--- src/rtl/cnn_mac_pipe.sv ---
// cnn_mac_pipe: pipelined signed x unsigned MAC with grouped dot-product
// accumulation, valid/ready backpressure, protocol error pulse and overflow flag.
// Ports: ap_clk, ap_rst_n (async low); in_valid/in_ready, din0 (signed A_W),
//   din1 (unsigned B_W), in_first/in_last; out_valid/out_ready, dout (ACC_W),
//   err (1-cycle pulse), ovf (sticky per result).
// Option: define CNN_MAC_SAT_EN to clamp the accumulator on overflow.
module cnn_mac_pipe #(
    parameter int A_W       = 14,
    parameter int B_W       = 8,
    parameter int NUM_STAGE = 3,
    parameter int ACC_W     = 32
) (
    input  logic             ap_clk,
    input  logic             ap_rst_n,
    input  logic             in_valid,
    output logic             in_ready,
    input  logic [A_W-1:0]   din0,
    input  logic [B_W-1:0]   din1,
    input  logic             in_first,
    input  logic             in_last,
    output logic             out_valid,
    input  logic             out_ready,
    output logic [ACC_W-1:0] dout,
    output logic             err,
    output logic             ovf
);
    localparam int P_W = A_W + B_W;
    localparam logic [0:0] IDLE = 1'b0;
    localparam logic [0:0] OPEN = 1'b1;

    // Reset asserts asynchronously, releases on a clock edge.
    logic [1:0] rs;
    logic       rst_n_i;

    always_ff @(posedge ap_clk or negedge ap_rst_n) begin
        if (!ap_rst_n) rs <= 2'b00;
        else           rs <= {rs[0], 1'b1};
    end
    assign rst_n_i = rs[1];

    logic en;
    logic accept;
    assign en       = !(out_valid && !out_ready);
    assign in_ready = en && rst_n_i;
    assign accept   = in_valid && in_ready;

    // Operand register feeding the multiplier.
    logic signed [A_W-1:0] a_q;
    logic [B_W-1:0]        b_q;
    logic                  v0, f0, l0;

    always_ff @(posedge ap_clk or negedge rst_n_i) begin
        if (!rst_n_i) begin
            a_q <= '0;
            b_q <= '0;
            v0  <= 1'b0;
            f0  <= 1'b0;
            l0  <= 1'b0;
        end else if (en) begin
            a_q <= din0;
            b_q <= din1;
            v0  <= accept;
            f0  <= in_first;
            l0  <= in_last;
        end
    end

    // din1 is zero-extended so the product is a plain signed multiply.
    logic signed [P_W-1:0] a_x, b_x, prod;
    assign a_x  = P_W'(a_q);
    assign b_x  = P_W'(b_q);
    assign prod = a_x * b_x;

    logic signed [P_W-1:0] p_q [NUM_STAGE];
    logic [NUM_STAGE-1:0]  pv, pf, pl;

    always_ff @(posedge ap_clk or negedge rst_n_i) begin
        if (!rst_n_i) begin
            for (int i = 0; i < NUM_STAGE; i++) p_q[i] <= '0;
            pv <= '0;
            pf <= '0;
            pl <= '0;
        end else if (en) begin
            p_q[0] <= prod;
            pv[0]  <= v0;
            pf[0]  <= f0;
            pl[0]  <= l0;
            for (int i = 1; i < NUM_STAGE; i++) begin
                p_q[i] <= p_q[i-1];
                pv[i]  <= pv[i-1];
                pf[i]  <= pf[i-1];
                pl[i]  <= pl[i-1];
            end
        end
    end

    logic                    vt, ft, lt;
    logic signed [ACC_W-1:0] pe, acc_q, sum, acc_n;
    logic [0:0]              state;
    logic                    o, open, ovf_n, err_n;

    assign vt = pv[NUM_STAGE-1];
    assign ft = pf[NUM_STAGE-1];
    assign lt = pl[NUM_STAGE-1];
    assign pe = ACC_W'(p_q[NUM_STAGE-1]);
    assign sum = acc_q + pe;
    assign o = (acc_q[ACC_W-1] == pe[ACC_W-1]) &&
               (sum[ACC_W-1] != acc_q[ACC_W-1]);
    // A beat in IDLE opens a group even without its first tag.
    assign open = (state == IDLE) || ft;

`ifdef CNN_MAC_SAT_EN
    localparam logic signed [ACC_W-1:0] MAXV = {1'b0, {(ACC_W-1){1'b1}}};
    localparam logic signed [ACC_W-1:0] MINV = {1'b1, {(ACC_W-1){1'b0}}};
`endif

    always_comb begin
        acc_n = sum;
        ovf_n = ovf | o;
        err_n = 1'b0;
        if (open) begin
            acc_n = pe;
            ovf_n = 1'b0;
            err_n = (state == IDLE) ^ ft;
        end
`ifdef CNN_MAC_SAT_EN
        else if (o) begin
            acc_n = pe[ACC_W-1] ? MINV : MAXV;
        end
`endif
    end

    always_ff @(posedge ap_clk or negedge rst_n_i) begin
        if (!rst_n_i) begin
            state     <= IDLE;
            acc_q     <= '0;
            dout      <= '0;
            out_valid <= 1'b0;
            err       <= 1'b0;
            ovf       <= 1'b0;
        end else begin
            err <= 1'b0;
            if (en && vt) begin
                acc_q <= acc_n;
                ovf   <= ovf_n;
                err   <= err_n;
                state <= lt ? IDLE : OPEN;
            end
            if (en && vt && lt) begin
                dout      <= acc_n;
                out_valid <= 1'b1;
            end else if (out_valid && out_ready) begin
                out_valid <= 1'b0;
            end
        end
    end
endmodule
--- config.mk ---
export PLATFORM = sky130hd
export DESIGN_NAME = cnn_mac_pipe
export DESIGN_NICKNAME = d
export VERILOG_FILES = /design/src/rtl/cnn_mac_pipe.sv
export SDC_FILE = /design/constraint.sdc
export NUM_CORES = 1
export LEC_CHECK = 0
export ABC_AREA = 0
export ABC_CLOCK_PERIOD_IN_PS = 12500
export BUFFER_PORTS_ARGS = -buffer_cell sky130_fd_sc_hd__buf_2
export CAP_MARGIN = 20
export CORE_UTILIZATION = 46
export DETAILED_ROUTE_END_ITERATION = 7
export PLACE_DENSITY = 0.61
export SLEW_MARGIN = 20
export SYNTH_ARGS = -nofsm -noshare
export SYNTH_HDL_FRONTEND = slang
export SYNTH_SLANG_ARGS = --single-unit
--- constraint.sdc ---
create_clock -name ap_clk -period 12.5 [get_ports ap_clk]
set_clock_uncertainty 0.1 [all_clocks]
set_input_delay 0.625 -clock ap_clk [delete_from_list [all_inputs] [get_ports ap_clk]]
set_output_delay 0.625 -clock ap_clk [all_outputs]
set_load 0.05 [all_outputs]
Yosys cells after proc, flatten, opt, wreduce, memory -nomap -nowiden
Cells that the tools add are included.
{ "word_totals": {"elab_cells": 43, "inputBits": 28, "output_inout_bits": 36, "register_bits": 170} }
{ "classes": {"reduce_logical": 11, "muxes": 7, "bitwise_logic": 3, "multipliers": 1, "n_addsub": 1, "n_eq_ne": 2} }
{ "op_table": {"columns": ["cell", "count"], "rows": [
  ["$add 32x22->32", 1],
  ["$mux 32", 1],
  ["$mul 14x9->22", 1],
  ["$logic_and 1x1->1", 7],
  ["$mux 1", 6],
  ["$logic_not 1->1", 2],
  ["$reduce_bool 2->1", 1],
  ["$eq 1x1->1", 1],
  ["$logic_or 1x1->1", 1],
  ["$ne 1x1->1", 1],
  ["$not 1->1", 1],
  ["$or 1x1->1", 1],
  ["$xor 1x1->1", 1]
]} }

Logic depth before layout (Yosys ltp)
Gate-level depths: netlist of the first run.
{ "logic_depth": {"word_depth": 6, "ltp_mapped": 22, "depth_no_buf": 21} }

Worst setup path after synthesis of the first run
No wires, ideal clock.
{ "synth_path": {"path_kind": "flip-flop to output port", "from": "register rs[1]", "to": "output in_ready", "path_stages_with_launch": 2, "path_slack_ns": 7.052, "required_time_ns": 11.775, "arrival_ns": 4.723, "path_buffers": 0, "path_cell_list": "dfrtp_1 and2_1"} }
{ "synth_between": {"elab_chain_len": 1} }
{ "synth_rtl": {"columns": ["item", "line_no", "source"], "rows": [
  ["start, declared", "32", "logic [1:0] rs;"],
  ["start signal, assigned", "37", "else rs <= {rs[0], 1'b1};"],
  ["$logic_and 1x1->1", "44", "assign in_ready = en && rst_n_i;"],
  ["end, declared", "16", "output logic in_ready,"]
]} }
No other way between the ends.

Final worst setup path of the first run
{ "layout_path": {"from": "register b_q[0]", "to": "register p_q[65] (netlist bit)"} }
{ "layout_between": {"elab_chain_len": 1} }
{ "layout_rtl": {"columns": ["item", "line_no", "source"], "rows": [
  ["start, declared", "49", "logic [B_W-1:0] b_q;"],
  ["start signal, assigned", "61", "b_q <= din1;"],
  ["$mul 14x9->22", "72", "assign prod = a_x * b_x;"],
  ["end signal, assigned by index", "89", "p_q[i] <= p_q[i-1];"],
  ["end, declared", "74", "logic signed [P_W-1:0] p_q [NUM_STAGE];"]
]} }
No other way between the ends.
A chain may end at the register's enable or synchronous reset.

==> results of run 1 <==
-- synth_stat cells (all sizes together) --
master / number
a2111oi: 2
a211o: 3
a211oi: 7
a21bo: 1
a21boi: 5
a21o: 13
a21oi: 60
a221oi: 1
a311oi: 1
a31o: 1
a31oi: 6
a41oi: 3
and2: 52
and3: 5
and4: 1
buf: 1
clkbuf: 63
conb: 1
dfrtp: 170
fa: 89
ha: 75
inv: 156
mux2: 1
mux2i: 19
nand2: 398
nand2b: 4
nand3: 11
nand4: 2
nor2: 36
nor2b: 7
nor3: 11
nor3b: 1
o211ai: 5
o21a: 5
o21ai: 90
o21bai: 6
o221ai: 1
o22ai: 1
or2: 1
or2b: 1
or3: 4
or3b: 1
xnor2: 32
xor2: 15
-- cells by family after synthesis --
group	after synthesis
XOR/XNOR	47
flip-flops	170
AND/OR/NAND/NOR	535
multiplexers	20
buffers and inverters	220
AO/OA/AOI/OAI	211
other	1
adder cells (fa/ha/maj)	164
-- worst register-to-register path, stage by stage, from the launching register on --
cell and delay (ns):
dfrtp_1 0.63, nand2_1 0.14, fa_1 0.55, inv_1 0.05, fa_1 0.49, fa_1 0.54
inv_1 0.05, fa_1 0.52, inv_1 0.04, ha_1 0.37, a21o_1 0.19, a21oi_1 0.13
a21boi_0 0.09, a31oi_1 0.23, a2111oi_0 0.15, o21a_1 0.21, o21ai_1 0.25, a211oi_1 0.13
a21oi_1 0.19, xnor2_1 0.13, o21ai_1 0.07
-- how the worst min path moves through the flow --
| stage | startpoint | slack, ns | to | depth (start not counted) |
|---|---|---|---|---|
| CTS | rs[1]$_DFF_PN0_ | 0.22 | pf[0]$_DFFE_PN0N_ | 0 |
| global route | rs[1]$_DFF_PN0_ | 0.24 | f0$_DFFE_PN0N_ | 0 |
| finish | rs[1]$_DFF_PN0_ | 0.19 | v0$_DFFE_PN0N_ | 0 |
| floorplan | ap_rst_n | 0.23 | rs[0]$_DFF_PN0_ | 0 |
| global placement | rs[1]$_DFF_PN0_ | 0.21 | v0$_DFFE_PN0N_ | 0 |
| detailed placement | rs[1]$_DFF_PN0_ | 0.21 | v0$_DFFE_PN0N_ | 0 |
-- layout make-up --
cell class | count | area, sq um | area share
clock buffers | 18 | 429 | 0.0327
clock inverters | 14 | 178 | 0.0135
inverters | 156 | 586 | 0.0447
multi-input cells | 978 | 6860 | 0.523
flip-flops and latches | 170 | 4260 | 0.325
well taps | 330 | 413 | 0.0315
repair buffers | 71 | 390 | 0.0298
-- stage by stage --
step | instance area, sq um | utilization | hold WS, ns | std cells | setup slack (ns)
finish | 13100 | 0.518 | 0.194 | 1737 | 7.07
global placement | 12500 | 0.492 | 0.208 | 1703 | 7.22
floorplan | 11900 | - | 0.229 | 1368 | 7.05
global route | 13100 | 0.518 | 0.244 | 1737 | 6.66
detailed placement | 12500 | 0.492 | 0.210 | 1703 | 7.13
CTS | 13100 | 0.517 | 0.217 | 1736 | 7.11
-- state kept, by name (all words and copies together) (netlist names), 3 cells and up --
register  flops
p_q          66
acc_q        32
dout         32
a_q          14
b_q           8
pf            3
pl            3
pv            3
-- metal layers --
| layer | vias to the layer above | track usage | wire, microns |
|---|---|---|---|
| met2 | 104 | 0.295 | 10400 |
| met5 | - | 0 | 0 |
| met4 | 0 | 0.0446 | 195 |
| met1 | 3971 | 0.272 | 11700 |
| met3 | 12 | 0.0331 | 506 |
| li1 | 4374 | - | - |
==> results.md, run 1 <==
* Cell repeated most along the worst path: fa_1
* Post-synthesis simple-gate area fraction at 0.188
* Wire per inst at 13.1 microns
* Clock slew seen by the registers of the worst setup and hold paths at 0.07 ns
* H-tree levels at 4
* Kind of critical path: reg2reg
* Layout cells sized above 1 at 0.0817
* Commonest non-fill, non-tap cell in the layout: nand2_1
* Final hold viol count at 0
* Mux cell area share after synthesis at 0.0169
* Number of synthesized register bits at 170
* Tot GR Track Use at 0.189
* Slew @ Worst Pin at 0.907 ns
* Pre-Repair DR Iteration Count at 5
* Largest stage delay, worst path at 0.63 ns
* Worst path slowest cell: dfrtp_1
* Status: complete, no violations
* Tmin final at 5.43 ns
* Commonest cells after routing, fill and taps aside: nand2_1, dfrtp_1, inv_1
* Synth Area in XOR/XNOR at 0.0345
* Final net count at 1,586
* Largest net degree at the start of global routing at 89
* Largest family of logic cells by synthesized area: adder cells
* Final setup viols at 0
* R2R Setup Slk at 7.07 ns
* Post-CTS Resized at 0
* Via Count at 8,461
* RSZ-0062 raised after global routing: false
* Total core area at 25,300 sq um
* Sequential fraction of the synthesis area at 0.357
* Die area at 26,600 sq um
* Longest Clk Path Bufs at 2
* DRT antenna net count at 0
* Clk sinks at 170
* CP delay by family, top: adder cells
* Area contributors post-synth: dfrtp_1, fa_1, nand2_1
* Worst reg2reg startpoint: b_q[0]$_DFFE_PN0N_
* DRC viols at 0
* Syn nets at 1,560
* Mapped cell area at 11,900 sq um
* Reg-to-reg endpoint: p_q[65]$_DFFE_PN0N_
* CP Max Fanout at 15
* CTS tree: done
* Vias in the first global route at 8,374
* Max Freq at 0.184 GHz
* FP Rows at 58
* Synth Area in Adders at 0.228
* Half-perimeter wire length after placement at 16,600 microns
* Final worst path period share at 0.435
* WP data required at 12.67 ns
* Final WL at 22,800 microns
* Clk_lat worst skew at 0.43 ns
* Gpl congestion at 0.821
* Number of fill cells at 2,462
* Post-synthesis average cell area at 8.71 sq um
* Synth Instances at 1,368
* Critical Path AT at 5.60 ns
* Crit. End Element: flop
* Worst path depth at 20
* Worst-path cell chain: nand2_1 > fa_1 > inv_1 > fa_1 > fa_1 > inv_1 > fa_1 > inv_1 > ha_1 > a21o_1 > a21oi_1 > a21boi_0 > a31oi_1 > a2111oi_0 > o21a_1 > o21ai_1 > a211oi_1 > a21oi_1 > xnor2_1 > o21ai_1
* Cts hold-fix bufs at 1
* R2R cell count at 20
* Total negative slack at 0 ns
* Max-slew violation total from the final report at 0
* Hold crit path type: reg2async
* Antenna violations before repair at 0
* Max-slew headroom at 0.395
* Cell taking the most area after synthesis: dfrtp_1
* CTS Buf Count at 17
* Average vias per placed instance at 4.87
* Netlist cell types at 51
* Max-cap violations at 0
* Warnings, synthesis at 0
* Critical path buffer and inverter count at 3
* Initial core utilization at 0.471
* GRT overflow at 0
* Ports at 64
* Width of the die at 163 microns
* CP startpoint: b_q[0]$_DFFE_PN0N_
* Setup Buffers After CTS at 0
* Worst setup path endpoint: p_q[65]$_DFFE_PN0N_
* CP Launch Type: flop
* Initial drt markers at 465
* Synth Area in Compound Gates at 0.106
* First-pass GRT wire length at 40,600 microns
* CTS root buf: clkbuf_16
* Layout area overhead at 10.0%
* Top cell type's share of synthesized area at 0.357
* Die height at 163 microns
* Ant diodes at 0
* IO Port Bufs at 63
Power of run 1 is not shown: default switching activity piles up to over one toggle a cycle in this logic, so the estimate is an artifact.
==> run 2: changes to the inputs <==
--- a/config.mk
+++ b/config.mk
@@ -6,7 +6,7 @@
 export NUM_CORES = 1
 export LEC_CHECK = 0
 export ABC_AREA = 0
-export ABC_CLOCK_PERIOD_IN_PS = 12500
+export ABC_CLOCK_PERIOD_IN_PS = 5300
 export BUFFER_PORTS_ARGS = -buffer_cell sky130_fd_sc_hd__buf_2
 export CAP_MARGIN = 20
 export CORE_UTILIZATION = 46
==> constraint.sdc (replaced) <==
create_clock -name ap_clk -period 5.3 [get_ports ap_clk]
set_clock_uncertainty 0.1 [all_clocks]
set_input_delay 0.265 -clock ap_clk [delete_from_list [all_inputs] [get_ports ap_clk]]
set_output_delay 0.265 -clock ap_clk [all_outputs]
set_load 0.05 [all_outputs]
==> results.md, run 2 (synthesized netlist as in run 1, its figures left out) <==
* Max-cap violations at 0 (unchanged)
* Final net count at 1,629 (+2.7%)
* Inst Count DP at 1,718 (+0.88%)
* Gpl congestion at 0.868 (+5.7%)
* Clk_lat worst skew at 0.43 ns (about the same)
* Pre-Repair DR Iteration Count at 4 (-1)
* CP Max Fanout at 8 (-7)
* Die area at 26,600 sq um (unchanged)
* Finished Layout Cells at 1,780 (+2.5%)
* Total core area at 25,300 sq um (unchanged)
* Initial drt markers at 497 (+6.9%)
* Worst path slowest cell: fa_1
* FP Rows at 58 (unchanged)
* Antenna violations before repair at 0 (unchanged)
* Longest Clk Path Bufs at 2 (unchanged)
* CTS root buf: clkbuf_16
* Final Core Density at 0.533 (+0.0157)
* Via Count at 8,694 (+2.8%)
* Max-slew violation total from the final report at 0 (unchanged)
* Commonest non-fill, non-tap cell in the layout: nand2_1
* Number of flip-flops in the largest register at 66 (unchanged)
* H-tree levels at 4 (unchanged)
* Max-slew headroom at 0.335 (-0.0595)
* Final worst path period share at 0.968 (+0.533)
* Max Freq at 0.195 GHz (+5.9%)
* Largest Register: p_q
* Hold crit path type: in2async
* Final WL at 23,400 microns (+2.7%)
* Number of fill cells at 2,415 (-1.9%)
* First-pass GRT wire length at 40,600 microns (-0.14%)
* Layout area overhead at 13.4%
* Cell repeated most along the worst path: fa_1
* Crit. End Element: flop
* Kind of critical path: reg2reg
* Final hold viol count at 0 (unchanged)
* Critical Path AT at 5.29 ns (-0.31 ns)
* Worst-path cell chain: buf_4 > nand2_1 > fa_1 > inv_1 > fa_1 > fa_1 > inv_1 > fa_1 > inv_1 > ha_1 > a21o_1 > a21oi_1 > a21boi_0 > a31oi_1 > a2111oi_2 > o21a_1 > o21ai_2 > a211oi_1 > a21oi_1 > xnor2_1 > o21ai_1
* Top flop regs: p_q x66, acc_q x32, dout x32
* Clk sinks at 170 (unchanged)
* DRC viols at 0 (unchanged)
* Average vias per placed instance at 4.88 (+0.27%)
* WP data required at 5.46 ns (-7.21 ns)
* GRT overflow at 0 (unchanged)
* Layout cells sized above 1 at 0.100 (+0.0183)
* Wire per inst at 13.2 microns (+0.23%)
* Tmin final at 5.13 ns (-0.304 ns)
* Half-perimeter wire length after placement at 16,800 microns (+1.1%)
* Ports at 64 (unchanged)
* Initial core utilization at 0.471 (unchanged)
* CP delay by family, top: adder cells
* Commonest cells after routing, fill and taps aside: nand2_1, dfrtp_1, inv_1
* Die height at 163 microns (unchanged)
* Width of the die at 163 microns (unchanged)
* Ant diodes at 0 (unchanged)
* Slew @ Worst Pin at 0.993 ns (+0.0857 ns)
* DRT antenna net count at 0 (unchanged)
* Tot GR Track Use at 0.189 (about the same)
* Largest net degree at the start of global routing at 171 (+92%)
* IO Port Bufs at 63 (unchanged)
* Final setup viols at 0 (unchanged)
* R2R Setup Slk at 0.17 ns (-6.90 ns)
* CTS tree: done
* Vias in the first global route at 8,550 (+2.1%)
* Status: complete, no violations
* Clock slew seen by the registers of the worst setup and hold paths at 0.07 ns (about the same)
* CTS Buf Count at 17 (unchanged)
* Critical path buffer and inverter count at 4 (+1)
* CP Launch Type: flop
* Largest stage delay, worst path at 0.55 ns (-0.08 ns)
[run 2: cell types whose count changed in the layout (fill, tap and decap cells not counted), sizes merged]
cell,change
clkinvlp,-1
clkbuf,+1
inv,-3
dlygate4sd3,+25
clkinv,+4
buf,+17
[run 2: metal layers]
layer	GRT usage	routed length, microns	vias up
li1	-	-	4455
met1	0.268	11700	4105
met2	0.300	10800	108
met3	0.0290	571	26
met4	0.0497	337	0
met5	0	0	-
[run 2: metrics by stage]
step | setup TNS [ns] | hold slack, ns | setup slack (ns) | instance area, sq um
CTS | 0 | 0.0306 | 0.00476 | 13500
detailed placement | 0 | -0.0437 | 0.0757 | 12600
global route | -0.0491 | 0.0547 | -0.0434 | 13500
floorplan | 0 | -0.131 | 0.0806 | 11900
global placement | 0 | -0.0493 | 0.170 | 12600
finish | 0 | 0.0558 | 0.170 | 13500
[run 2: worst paths after layout]
check,from,to,depth (start not counted)
min in group ap_clk,rs[0]$_DFF_PN0_,rs[1]$_DFF_PN0_,0
max in group asynchronous,rs[1]$_DFF_PN0_,acc_q[23]$_DFFE_PN0P_,1
worst min-delay path,ap_rst_n,rs[1]$_DFF_PN0_,2
worst min register to register,rs[0]$_DFF_PN0_,rs[1]$_DFF_PN0_,0
worst max register to register,b_q[1]$_DFFE_PN0N_,p_q[65]$_DFFE_PN0N_,21
worst max-delay path,b_q[1]$_DFFE_PN0N_,p_q[65]$_DFFE_PN0N_,21
[run 2: cell type report]
| cell class | instances | area (sq um) | area share |
|---|---|---|---|
| Clock buffer | 18 | 439 | 0.0325 |
| Timing Repair Buffer | 114 | 773 | 0.0572 |
| Tap cell | 330 | 413 | 0.0306 |
| Clock inverter | 14 | 160 | 0.0119 |
| Multi-Input combinational cell | 978 | 6870 | 0.509 |
| Inverter | 156 | 586 | 0.0433 |
| Sequential cell | 170 | 4270 | 0.316 |
[run 2: timing repair]
action                                 in CTS  in global routing
hold buffers                               26                  0
setup endpoints to repair                   0                  4
gates resized for setup                     0                 13
endpoints found under the hold margin      27                  0
setup buffers                               0                  4
Power of run 2 is left out for the same reason.
==> run 3: changes to the inputs <==
--- a/config.mk
+++ b/config.mk
@@ -11,6 +11,7 @@
 export CAP_MARGIN = 20
 export CORE_UTILIZATION = 46
 export DETAILED_ROUTE_END_ITERATION = 7
+export GPL_TIMING_DRIVEN = 0
 export PLACE_DENSITY = 0.61
 export SLEW_MARGIN = 20
 export SYNTH_ARGS = -nofsm -noshare
==> results.md, run 3 (synthesized netlist as in run 1, its figures left out) <==
* Total negative slack at 0 ns (unchanged)
* Ports at 64 (unchanged)
* RSZ-0062 raised after global routing: false
* Critical path buffer and inverter count at 4 (unchanged)
* Gpl congestion at 0.888 (+2.3%)
* Layout cells sized above 1 at 0.0952 (-0.00476)
* CP delay by family, top: adder cells
* Final net count at 1,670 (+2.5%)
* Top flop regs: p_q x66, acc_q x32, dout x32
* Final WL at 26,100 microns (+11%)
* Antenna violations before repair at 0 (unchanged)
* Largest Register: p_q
* Max Freq at 0.196 GHz (+0.64%)
* Wire per inst at 14.3 microns (+8.7%)
* Max-slew violation total from the final report at 0 (unchanged)
* Status: complete, no violations
* CTS tree: done
* Initial drt markers at 378 (-24%)
* Kind of critical path: reg2reg
* Number of flip-flops in the largest register at 66 (unchanged)
* DRC viols at 0 (unchanged)
* Placed cell area at 12,700 sq um (+1.1%)
* GRT overflow at 0 (unchanged)
* Tot GR Track Use at 0.210 (+0.0213)
* Pre-Repair DR Iteration Count at 5 (+1)
* Critical Path AT at 5.26 ns (-0.03 ns)
* Tmin final at 5.10 ns (-0.0325 ns)
* Max-cap violations at 0 (unchanged)
* Commonest cells after routing, fill and taps aside: nand2_1, dfrtp_1, inv_1
* CP Launch Type: flop
* Final hold viol count at 0 (unchanged)
* Half-perimeter wire length after placement at 20,000 microns (+19%)
* Layout area overhead at 15.1%
* CTS root buf: clkbuf_16
* Die height at 163 microns (unchanged)
* Dpl ws at -0.464 ns (-0.540 ns)
* Final setup viols at 0 (unchanged)
* Commonest non-fill, non-tap cell in the layout: nand2_1
* Average vias per placed instance at 4.92 (+0.73%)
* Total core area at 25,300 sq um (unchanged)
* Longest Clk Path Bufs at 2 (unchanged)
* Ant diodes at 0 (unchanged)
* Final worst path period share at 0.962 (-0.00614)
* FP Rows at 58 (unchanged)
* Crit. End Element: flop
* CP Max Fanout at 10 (+2)
* IO Port Bufs at 63 (unchanged)
* Design area at 13,700 sq um (+1.5%)
* Largest net degree at the start of global routing at 56 (-67%)
* CTS Buf Count at 17 (unchanged)
* Width of the die at 163 microns (unchanged)
* Largest stage delay, worst path at 0.54 ns (about the same)
* Worst path slowest cell: fa_1
* Via Count at 8,959 (+3.0%)
* Vias in the first global route at 8,943 (+4.6%)
* Initial core utilization at 0.471 (unchanged)
* Clk sinks at 170 (unchanged)
* Max-slew headroom at 0.473 (+0.138)
* DRT antenna net count at 0 (unchanged)
* First-pass GRT wire length at 44,000 microns (+8.4%)
* Worst-path cell chain: clkbuf_8 > nand2_1 > fa_1 > inv_1 > fa_1 > ha_1 > inv_1 > fa_1 > inv_1 > fa_2 > a21o_1 > a21oi_2 > o21ai_1 > a31oi_1 > nor2b_1 > o21a_1 > o211ai_1 > a21boi_1 > o21ai_1 > a211o_1 > a41oi_1
* Fin worst setup slack at 0.203 ns (+0.0325 ns)
* Clock slew seen by the registers of the worst setup and hold paths at 0.07 ns (about the same)
* Hold crit path type: in2async
* Die area at 26,600 sq um (unchanged)
* H-tree levels at 4 (unchanged)
* Clk_lat worst skew at 0.43 ns (about the same)
* WP data required at 5.46 ns (about the same)
* Slew @ Worst Pin at 0.790 ns (-0.203 ns)
==> run 3: changes by cell type in the layout (fill, tap and decap cells not counted), moves of 2 or more <==
cell and change:
ha_4 +2, buf_4 -12, buf_16 +3, clkbuf_1 +46, a21boi_1 +2
==> run 3: per-layer routing <==
layer  wire length [microns]  GRT usage  share of wire  up-vias
li1                        -          -              -     4557
met1                   12400      0.283           0.48     4252
met2                   12700      0.358           0.49      128
met3                     656     0.0265          0.025       22
met4                     301     0.0506          0.012        0
met5                       0          0              0        -
==> run 3: final cells by class <==
type / instances / area [sq um]
Fill cell: 2392 / 11600
Timing Repair Buffer: 100 / 718
Inverter: 156 / 586
Clock inverter: 15 / 166
Tap cell: 330 / 413
Sequential cell: 170 / 4270
Clock buffer: 17 / 425
Multi-Input combinational cell: 978 / 6890
Buffer: 55 / 243
==> run 3: timing repair <==
action,in CTS,in global routing
hold buffers,26,0
pin swaps,3,7
setup buffers,5,3
gates resized for setup,22,22
endpoints found under the hold margin,27,0
setup endpoints to repair,6,4
==> run 3: final timing paths <==
kind	slack, ns	endpoint	cells past startpoint	from
worst max-delay path	0.20	p_q[64]$_DFFE_PN0N_	21	b_q[2]$_DFFE_PN0N_
worst min-delay path	0.05	rs[1]$_DFF_PN0_	2	ap_rst_n
worst max register to register	0.20	p_q[64]$_DFFE_PN0N_	21	b_q[2]$_DFFE_PN0N_
worst min register to register	0.15	pf[0]$_DFFE_PN0N_	0	rs[1]$_DFF_PN0_
max in group asynchronous	4.06	acc_q[16]$_DFFE_PN0P_	2	rs[1]$_DFF_PN0_
min in group ap_clk	0.26	rs[1]$_DFF_PN0_	0	rs[0]$_DFF_PN0_
==> run 3: per-stage QoR <==
step	hold WS, ns	std cells	util
after floorplan	-0.131	1368	-
after global placement	-0.0497	1761	0.499
after detailed placement	-0.0467	1764	0.503
after CTS	0.0306	1821	0.539
after global routing	0.0528	1821	0.541
final	0.0514	1821	0.541
Power of run 3 is left out for the same reason.
